## src/rtl/core_pkg.sv

```systemverilog
// Types and constants shared by the front-end blocks: entry layout of the
// instruction queue and the bubble encoding driven on empty decode slots.
package core_pkg;
  localparam int          INST_W      = 32;
  localparam int          FETCH_WIDTH = 2;
  localparam logic [31:0] BUBBLE_INST = 32'h0;

  typedef struct packed {
    logic [31:0]       pc;
    logic [INST_W-1:0] inst;
  } iq_entry_t;

  function automatic logic [1:0] popcnt2(input logic [1:0] v);
    return {1'b0, v[0]} + {1'b0, v[1]};
  endfunction
endpackage

```

## src/rtl/inst_queue_if.sv

```systemverilog
// Fetch-pair in / decode-pair out bundle of the instruction queue.
interface inst_queue_if #(
  parameter int DEPTH = 8,
  parameter int CNT_W = $clog2(DEPTH) + 1
);
  logic             flush_i;
  logic [1:0]       fetch_valid_i;
  logic [31:0]      fetch_pc_i;
  logic [31:0]      fetch_inst_0_i;
  logic [31:0]      fetch_inst_1_i;
  logic             fetch_ready_o;
  logic [1:0]       dec_valid_o;
  logic [31:0]      dec_inst_0_o;
  logic [31:0]      dec_pc_0_o;
  logic [31:0]      dec_inst_1_o;
  logic [31:0]      dec_pc_1_o;
  logic [1:0]       dec_take_i;
  logic [CNT_W-1:0] count_o;

  modport slave (
    input  flush_i, fetch_valid_i, fetch_pc_i, fetch_inst_0_i, fetch_inst_1_i, dec_take_i,
    output fetch_ready_o, dec_valid_o, dec_inst_0_o, dec_pc_0_o, dec_inst_1_o, dec_pc_1_o,
           count_o
  );
  modport master (
    output flush_i, fetch_valid_i, fetch_pc_i, fetch_inst_0_i, fetch_inst_1_i, dec_take_i,
    input  fetch_ready_o, dec_valid_o, dec_inst_0_o, dec_pc_0_o, dec_inst_1_o, dec_pc_1_o,
           count_o
  );
endinterface

```

## src/rtl/iq_storage.sv

```systemverilog
// Entry array of the instruction queue: two write ports, two async read ports.
// Not reset; validity is tracked by the pointers and count in the parent.
module iq_storage
  import core_pkg::*;
#(
  parameter int DEPTH = 8,
  parameter int PTR_W = $clog2(DEPTH)
) (
  input  logic                                   clock_i,
  input  logic      [FETCH_WIDTH-1:0]            we_i,
  input  logic      [FETCH_WIDTH-1:0][PTR_W-1:0] waddr_i,
  input  iq_entry_t [FETCH_WIDTH-1:0]            wdata_i,
  input  logic      [FETCH_WIDTH-1:0][PTR_W-1:0] raddr_i,
  output iq_entry_t [FETCH_WIDTH-1:0]            rdata_o
);
  iq_entry_t mem_q [DEPTH];

  always_ff @(posedge clock_i) begin
    for (int i = 0; i < FETCH_WIDTH; i++)
      if (we_i[i]) mem_q[waddr_i[i]] <= wdata_i[i];
  end

  for (genvar g = 0; g < FETCH_WIDTH; g++) begin : g_rd
    assign rdata_o[g] = mem_q[raddr_i[g]];
  end
endmodule

```

## src/rtl/inst_queue.sv

```systemverilog
// Circular instruction queue between fetch and decode.
// Define IQ_BYPASS_EN to forward an incoming pair straight to decode when empty.
module inst_queue
  import core_pkg::*;
#(
  parameter int DEPTH = 8,
  parameter int CNT_W = $clog2(DEPTH) + 1
) (
  input logic         clock_i,
  input logic         reset_n_i,
  inst_queue_if.slave iq
);
  localparam int PTR_W = $clog2(DEPTH);

  logic [PTR_W-1:0] head_q, head_d, tail_q, tail_d;
  logic [CNT_W-1:0] cnt_q, cnt_d;

  iq_entry_t [FETCH_WIDTH-1:0]            pack, wdata, rdata;
  logic      [FETCH_WIDTH-1:0]            we;
  logic      [FETCH_WIDTH-1:0][PTR_W-1:0] waddr, raddr;
  logic [1:0] n_enq, n_take, n_deq, n_wr, skip;
  logic       ready, enq_fire, byp;

  assign ready = cnt_q <= CNT_W'(DEPTH - 2);

  always_comb begin
    pack[0]  = iq.fetch_valid_i[0] ? '{pc: iq.fetch_pc_i, inst: iq.fetch_inst_0_i}
                                   : '{pc: iq.fetch_pc_i + 32'd4, inst: iq.fetch_inst_1_i};
    pack[1]  = '{pc: iq.fetch_pc_i + 32'd4, inst: iq.fetch_inst_1_i};
    n_enq    = popcnt2(iq.fetch_valid_i);
    enq_fire = ready && (|iq.fetch_valid_i) && !iq.flush_i;
    n_take   = (iq.dec_take_i == 2'd3) ? 2'd2 : iq.dec_take_i;
    n_deq    = (CNT_W'(n_take) > cnt_q) ? cnt_q[1:0] : n_take;
`ifdef IQ_BYPASS_EN
    byp      = enq_fire && (cnt_q == '0);
`else
    byp      = 1'b0;
`endif
    // On bypass, decode consumes from the front of the packed pair; only the rest is stored
    skip     = byp ? ((n_take < n_enq) ? n_take : n_enq) : 2'd0;
    n_wr     = enq_fire ? n_enq - skip : 2'd0;
    wdata[0] = (skip == 2'd0) ? pack[0] : pack[1];
    wdata[1] = pack[1];
    we       = {n_wr == 2'd2, n_wr != 2'd0};
    waddr[0] = tail_q;
    waddr[1] = tail_q + PTR_W'(1);
    raddr[0] = head_q;
    raddr[1] = head_q + PTR_W'(1);
    head_d   = head_q + PTR_W'(n_deq);
    tail_d   = tail_q + PTR_W'(n_wr);
    cnt_d    = cnt_q + CNT_W'(n_wr) - CNT_W'(n_deq);
    if (iq.flush_i) begin
      we     = '0;
      head_d = '0;
      tail_d = '0;
      cnt_d  = '0;
    end
  end

  always_ff @(posedge clock_i or negedge reset_n_i) begin
    if (!reset_n_i) begin
      head_q <= '0;
      tail_q <= '0;
      cnt_q  <= '0;
    end else begin
      head_q <= head_d;
      tail_q <= tail_d;
      cnt_q  <= cnt_d;
    end
  end

  iq_storage #(.DEPTH(DEPTH), .PTR_W(PTR_W)) u_storage (
    .clock_i (clock_i),
    .we_i    (we),
    .waddr_i (waddr),
    .wdata_i (wdata),
    .raddr_i (raddr),
    .rdata_o (rdata)
  );

  always_comb begin
    iq.dec_valid_o = {cnt_q >= CNT_W'(2), cnt_q >= CNT_W'(1)};
    iq.dec_pc_0_o   = rdata[0].pc;
    iq.dec_inst_0_o = rdata[0].inst;
    iq.dec_pc_1_o   = rdata[1].pc;
    iq.dec_inst_1_o = rdata[1].inst;
    if (byp) begin
      iq.dec_valid_o  = (n_enq == 2'd2) ? 2'b11 : 2'b01;
      iq.dec_pc_0_o   = pack[0].pc;
      iq.dec_inst_0_o = pack[0].inst;
      iq.dec_pc_1_o   = pack[1].pc;
      iq.dec_inst_1_o = pack[1].inst;
    end
    if (!iq.dec_valid_o[0]) begin
      iq.dec_pc_0_o   = 32'h0;
      iq.dec_inst_0_o = BUBBLE_INST;
    end
    if (!iq.dec_valid_o[1]) begin
      iq.dec_pc_1_o   = 32'h0;
      iq.dec_inst_1_o = BUBBLE_INST;
    end
  end

  assign iq.fetch_ready_o = ready;
  assign iq.count_o       = cnt_q;
endmodule
```

## src/flat_wrapper.sv

```systemverilog
// flat-port wrapper written by rule: the top's interface ports become plain ports
module inst_queue_flat import core_pkg::*;
#(
  parameter int DEPTH = 8,
  parameter int CNT_W = $clog2(DEPTH) + 1
)
  (clock_i, reset_n_i, iq_flush_i, iq_fetch_valid_i, iq_fetch_pc_i, iq_fetch_inst_0_i, iq_fetch_inst_1_i, iq_dec_take_i, iq_fetch_ready_o, iq_dec_valid_o, iq_dec_inst_0_o, iq_dec_pc_0_o, iq_dec_inst_1_o, iq_dec_pc_1_o, iq_count_o);
  inst_queue_if #(.DEPTH(DEPTH), .CNT_W(CNT_W)) iq_i ();
  input logic clock_i;
  input logic reset_n_i;
  input wire logic [$bits(iq_i.flush_i)-1:0] iq_flush_i;
  input wire logic [$bits(iq_i.fetch_valid_i)-1:0] iq_fetch_valid_i;
  input wire logic [$bits(iq_i.fetch_pc_i)-1:0] iq_fetch_pc_i;
  input wire logic [$bits(iq_i.fetch_inst_0_i)-1:0] iq_fetch_inst_0_i;
  input wire logic [$bits(iq_i.fetch_inst_1_i)-1:0] iq_fetch_inst_1_i;
  input wire logic [$bits(iq_i.dec_take_i)-1:0] iq_dec_take_i;
  output wire logic [$bits(iq_i.fetch_ready_o)-1:0] iq_fetch_ready_o;
  output wire logic [$bits(iq_i.dec_valid_o)-1:0] iq_dec_valid_o;
  output wire logic [$bits(iq_i.dec_inst_0_o)-1:0] iq_dec_inst_0_o;
  output wire logic [$bits(iq_i.dec_pc_0_o)-1:0] iq_dec_pc_0_o;
  output wire logic [$bits(iq_i.dec_inst_1_o)-1:0] iq_dec_inst_1_o;
  output wire logic [$bits(iq_i.dec_pc_1_o)-1:0] iq_dec_pc_1_o;
  output wire logic [$bits(iq_i.count_o)-1:0] iq_count_o;
  assign iq_i.flush_i = iq_flush_i;
  assign iq_i.fetch_valid_i = iq_fetch_valid_i;
  assign iq_i.fetch_pc_i = iq_fetch_pc_i;
  assign iq_i.fetch_inst_0_i = iq_fetch_inst_0_i;
  assign iq_i.fetch_inst_1_i = iq_fetch_inst_1_i;
  assign iq_i.dec_take_i = iq_dec_take_i;
  assign iq_fetch_ready_o = iq_i.fetch_ready_o;
  assign iq_dec_valid_o = iq_i.dec_valid_o;
  assign iq_dec_inst_0_o = iq_i.dec_inst_0_o;
  assign iq_dec_pc_0_o = iq_i.dec_pc_0_o;
  assign iq_dec_inst_1_o = iq_i.dec_inst_1_o;
  assign iq_dec_pc_1_o = iq_i.dec_pc_1_o;
  assign iq_count_o = iq_i.count_o;
  inst_queue #(.DEPTH(DEPTH), .CNT_W(CNT_W)) u_core (.clock_i(clock_i), .reset_n_i(reset_n_i), .iq(iq_i));
endmodule
```

## config.mk

```make
export PLATFORM = sky130hd
export DESIGN_NAME = inst_queue_flat
export DESIGN_NICKNAME = d
export VERILOG_FILES = /design/src/rtl/core_pkg.sv /design/src/rtl/inst_queue_if.sv /design/src/rtl/iq_storage.sv /design/src/rtl/inst_queue.sv /design/src/flat_wrapper.sv
export SDC_FILE = /design/constraint.sdc
export NUM_CORES = 1
export LEC_CHECK = 0
export BUFFER_PORTS_ARGS = -buffer_cell sky130_fd_sc_hd__buf_2
export CORE_MARGIN = 2
export CORE_UTILIZATION = 61
export DETAILED_ROUTE_END_ITERATION = 7
export PLACE_DENSITY_LB_ADDON = 0.25
export SLEW_MARGIN = 20
export SYNTH_ARGS = -nofsm -noshare
export SYNTH_HDL_FRONTEND = slang
export SYNTH_SLANG_ARGS = --single-unit
```

## constraint.sdc

```tcl
create_clock -name clock_i -period 8.03 [get_ports clock_i]
set_clock_uncertainty 0.15 [all_clocks]
set_input_delay 0.4015 -clock clock_i [delete_from_list [all_inputs] [get_ports clock_i]]
set_output_delay 0.4015 -clock clock_i [all_outputs]
set_load 0.02 [all_outputs]
```

# Yosys cells after proc, flatten, opt, wreduce, memory -nomap -nowiden
# Memories as Yosys holds them, arrays and structs flattened.
# Cells that the tools add are included.
# totals
ff_bits	10
mem_bits_rw	512
inputBits	103
out_inout_bits	135
word_cells	39
mem_count	1
# memory_table
name	words	word_bits	read_ports	rd_clocked_by_memory_dff	wr	line_no	text
u_core.u_storage.mem_q	8	64	2	0	2	iq_storage.sv:16	iq_entry_t mem_q [DEPTH];
# op_classes
add_sub_neg	8
n_lt_le_gt_ge	4
eq_ne	2
muxes	16
n_reduce_logical	5
# op_table
operator	n
$mux 32	4
$mux 64	1
$add 32x3->32 const B	1
$mux 2	4
$add 3x1->3 const B	2
$add 3x2->3	2
$mux 3	2
$add 4x2->4	1
$eq 2x2->1 const B	2
$ge 4x1->1 const B	1
$ge 4x2->1 const B	1
$gt 2x4->1	1
$le 4x3->1 const B	1
$mux 1	4
$mux 4	1
$sub 4x2->4	1
$add 1x1->2	1
$logic_and 1x1->1	2
$reduce_bool 2->1	1
$reduce_or 2->1	1
$logic_not 1->1	1

# Depth between registers and ports, before layout
# logic_depth
depth_word	8
ltp_mapped	13
depth_no_buf	13

# Modules after synthesis
# A second synthesis with hierarchy kept.
# unflattened
cells_unflattened	1986
area_unflattened_um2	32467.4
# by_module_without_submodules
mod	instances	cells_per_inst	area_per_inst_um2	seq_area_each_um2
iq_storage	1	1557	29309.4	15374.7
inst_queue	1	429	3158.0	250.2

# Least setup slack after synthesis
# Ideal clock, no wire load.
# synth_timing
kind	register to register
start	register u_core.cnt_q[3] (netlist: u_core.iq.count_o[3])
end	memory u_core.u_storage.mem_q[3][0] in the netlist's numbering (enable)
t_arrival_ns	6.397
required_ns	7.299
setup_slack_ns	0.901
path_stages_with_launch	7
path_cell_list	dfrtp_1 > inv_1 > ha_1 > and3_4 > nor2_1 > nand3_1 > o31ai_1
# synth_rtl
element	line_no	text
start, declared	inst_queue.sv:16	logic [CNT_W-1:0] cnt_q, cnt_d;
start signal, assigned	inst_queue.sv:68	cnt_q <= cnt_d;
end, declared	iq_storage.sv:16	

==> impl_metrics.yaml <==
outcome:
  status: "complete, no violations"
grt:
  grt_pass1_wl_um: 132700
  grt_max_degree: 68
  track_usage: 0.3345
  antenna_found_initial: 3
  grt_use_met1: 0.4242
  grt_pass1_vias: 22500
  top_usage_layer: "met2"
  grt_util_met2: 0.5580
  overflow: 0
  use_met3: 0.05702
synthesis:
  synth-edff-count: 512
  ys_types: 50
  synthesis.nets: 2672
  synth_area_sq_um: 30960
  synthCells: 2549
  yosysWarnings: 0
  ys.flop_type: "edfxtp_1"
  synth-async-reset-ratio: 0.01916
  syn_avg_cell_area_sq_um: 12.15
  ys_seq_area_frac: 0.5047
  ys_ff_latch: 522
cells_and_area:
  finalNetCount: 2766
  drive_gt1_frac: 0.2495
  synthToLayoutAreaGrowth_pct: 10.71
  antenna_cells: 0
  fin_cells: 3361
timing:
  setup_slack_ns: 2.953
  hold_viol: 0
  timing.final.crit_share: 0.6322
  tightest_slew_ns: 1.202
  drv_slew: 0
  relSlewSlack: 0.1986
  setup_tns_ns: 0
  setup_violations: 0
  rsz0062_at_grt: "false"
  fin_crit_ns: 5.077
  hold_slack_ns: 0.02401
  clock.fmax_mhz: 197.0
route:
  antenna_left: 0
  vias_per_cell: 6.650
  drtIter0Drc: 2705
  wire_per_inst_um: 26.01
  finalWirelength_um: 87430
  drc: 0
  vias: 22350
  firstDrtPassIters: 5
floorplanning:
  die_h_um: 229.3
  start_util: 0.6171
  core.rowCount: 82
  coreArea_sq_um: 50170
  top_level_ports: 238
  fp.dieW_um: 229.3
  die_area_sq_um: 52570
worst_setup_path:
  crit_arrival_ns: 5.16
  crit_path_end_kind: "register"
  startpoint_type: "input pin"
  critPathRequiredTime_ns: 8.11
  crit_fanout: 67
  criticalPathCategory: "in -> reg"
clock_network:
  cts.sinks: 522
  clock_latency_ns: 0.62
  clk_path_buf_depth: 3
  cts_tree: "done"
  cts.clk_slew.worst_paths_ns: 0.06
  postCtsSetupBuffers: 0
  cts-root-buf: "clkbuf_16"
  cts_buffers: 55
  cts_max_level: 2
  cts_resized: 0
placement:
  hpwlAfterDp_um: 53960
  gp_congestion: 0.8528
  place_ws_ns: 2.534
  io_buffers: 237
  dpl.cell_count: 3253
pwr:
  p_per_area_nw_per_um2: 314.5
  finalPower_mw: 10.78
  vdd_drop_max_uv: 302.6
  leakagePower_nw: 11.80
job:
  max-cap-violations: 0
worst_hold_path:
  hold_path_class: "in -> async"
logic make-up after synthesis:
family,Yosys count,share of synthesized area
AND/OR/NAND/NOR,780,0.1041
multiplexers,354,0.2179
adder cells (fa/ha/maj),20,0.009052
flip-flops,522,0.5047
XOR/XNOR,234,0.06644
buffers and inverters,261,0.03500
AO/OA/AOI/OAI,378,0.06280
Yosys cell counts, types with 2 or more instances:
master	count	share of area
nand4_1	11	0.0022
nor4_4	2	0.0014
o21ai_0	10	0.0016
nand2b_1	3	0.00061
dfrtp_1	10	0.0081
mux4_2	256	0.19
buf_4	4	0.00097
nor2_1	428	0.052
buf_1	66	0.0080
nor3_4	2	0.0011
o31ai_1	2	0.00048
ha_1	16	0.0065
inv_1	13	0.0016
o21ai_2	5	0.0014
nor3_1	6	0.00097
nor4_1	2	0.00040
edfxtp_1	512	0.50
clkbuf_1	106	0.013
mux2i_1	98	0.032
xor2_1	92	0.026
buf_2	70	0.011
nand3b_1	2	0.00048
nand2_1	276	0.033
nor3b_2	2	0.00081
nand3_1	13	0.0021
a21oi_1	345	0.056
and2_1	2	0.00040
fa_1	4	0.0026
and3_1	7	0.0014
o21ai_1	3	0.00048
nor2b_1	7	0.0014
nor4_2	3	0.0012
and4_1	7	0.0020
xnor2_1	141	0.040
a31oi_1	8	0.0016
path summary, 6_finish.rpt:
path	from	end	slack [ns]	cells past startpoint
hold / removal	reset_n_i	u_core.tail_q[2]	0.02	2
setup / recovery	iq_fetch_valid_i[0]	u_core.u_storage.mem_q[7][59]	2.95	10
min in group clock_i	iq_fetch_pc_i[31]	u_core.u_storage.mem_q[2][63]	0.08	2
setup reg to reg	u_core.iq.count_o[3]	u_core.u_storage.mem_q[7][59]	3.76	8
max in group asynchronous	reset_n_i	u_core.head_q[1]	7.46	2
hold reg to reg	u_core.tail_q[1]	u_core.tail_q[1]	0.64	3
critical path: stages:
cell      delay, ns
buf_2          0.08
buf_4          0.68
clkinv_1       0.60
ha_1           0.51
nand2b_1       0.24
nor4_4         0.78
nand2_2        0.12
buf_4          0.40
o21ai_4        0.42
buf_4          0.80
state kept, by name, summed over array words and instances, names as in the netlist:
signal                  cells
u_core.u_storage.mem_q    512
u_core.iq.count_o           4
u_core.head_q               3
u_core.tail_q               3
metrics by stage:
stage	util	cell area, sq um
4_1_cts	0.6823	34230
3_5_place_dp	0.6472	32470
5_1_grt	0.6832	34280
6_report	0.6832	34280
3_3_place_gp	0.6472	32470
2_1_floorplan	-	30960
metal layers:
layer,up-vias,share of wire
met5,-,0.00041
met4,6,0.048
met3,275,0.095
met2,1438,0.50
met1,11080,0.36
li1,9555,-
timing repair:
item,in CTS,in global routing
setup endpoints to repair,0,0
hold buffers,4,0
endpoints found under the hold margin,36,0
power by group:
group          total, mW  internal (mW)  switching (mW)
sequential          3.29           3.12           0.172
combinational       5.01           2.03            2.99
clock               2.48           1.39            1.09
cell usage in the layout, fill, tap and decap left out, types with 4 or more instances in the layout:
cell	instances
o21ai_2	4
mux2i_1	98
xor2_1	91
dfrtp_1	7
fa_1	4
dlygate4sd3_1	4
a31oi_1	8
bufinv_16	4
mux4_2	256
clkbuf_1	16
nand2_2	9
nand3_1	13
nor2_1	428
and3_1	7
clkbuf_16	55
ha_1	15
and4_1	7
nor2b_1	7
buf_4	42
edfxtp_1	512
clkinv_2	15
nor3_1	6
o21ai_4	8
nand2_1	268
a21oi_1	337
clkinv_1	8
a21oi_2	8
inv_1	13
xnor2_1	140
buf_2	237
nand4_1	11
final cells by class:
class | instances | area [sq um]
fill | 3484 | 15890
sequential | 522 | 15640
multi-input combinational | 1766 | 14460
timing repair buffer | 284 | 1569
clock buffer | 71 | 1436
tap | 672 | 840.8
clock inverter | 32 | 285.3
inverter | 14 | 52.55
(Power assumes the default switching activity.)
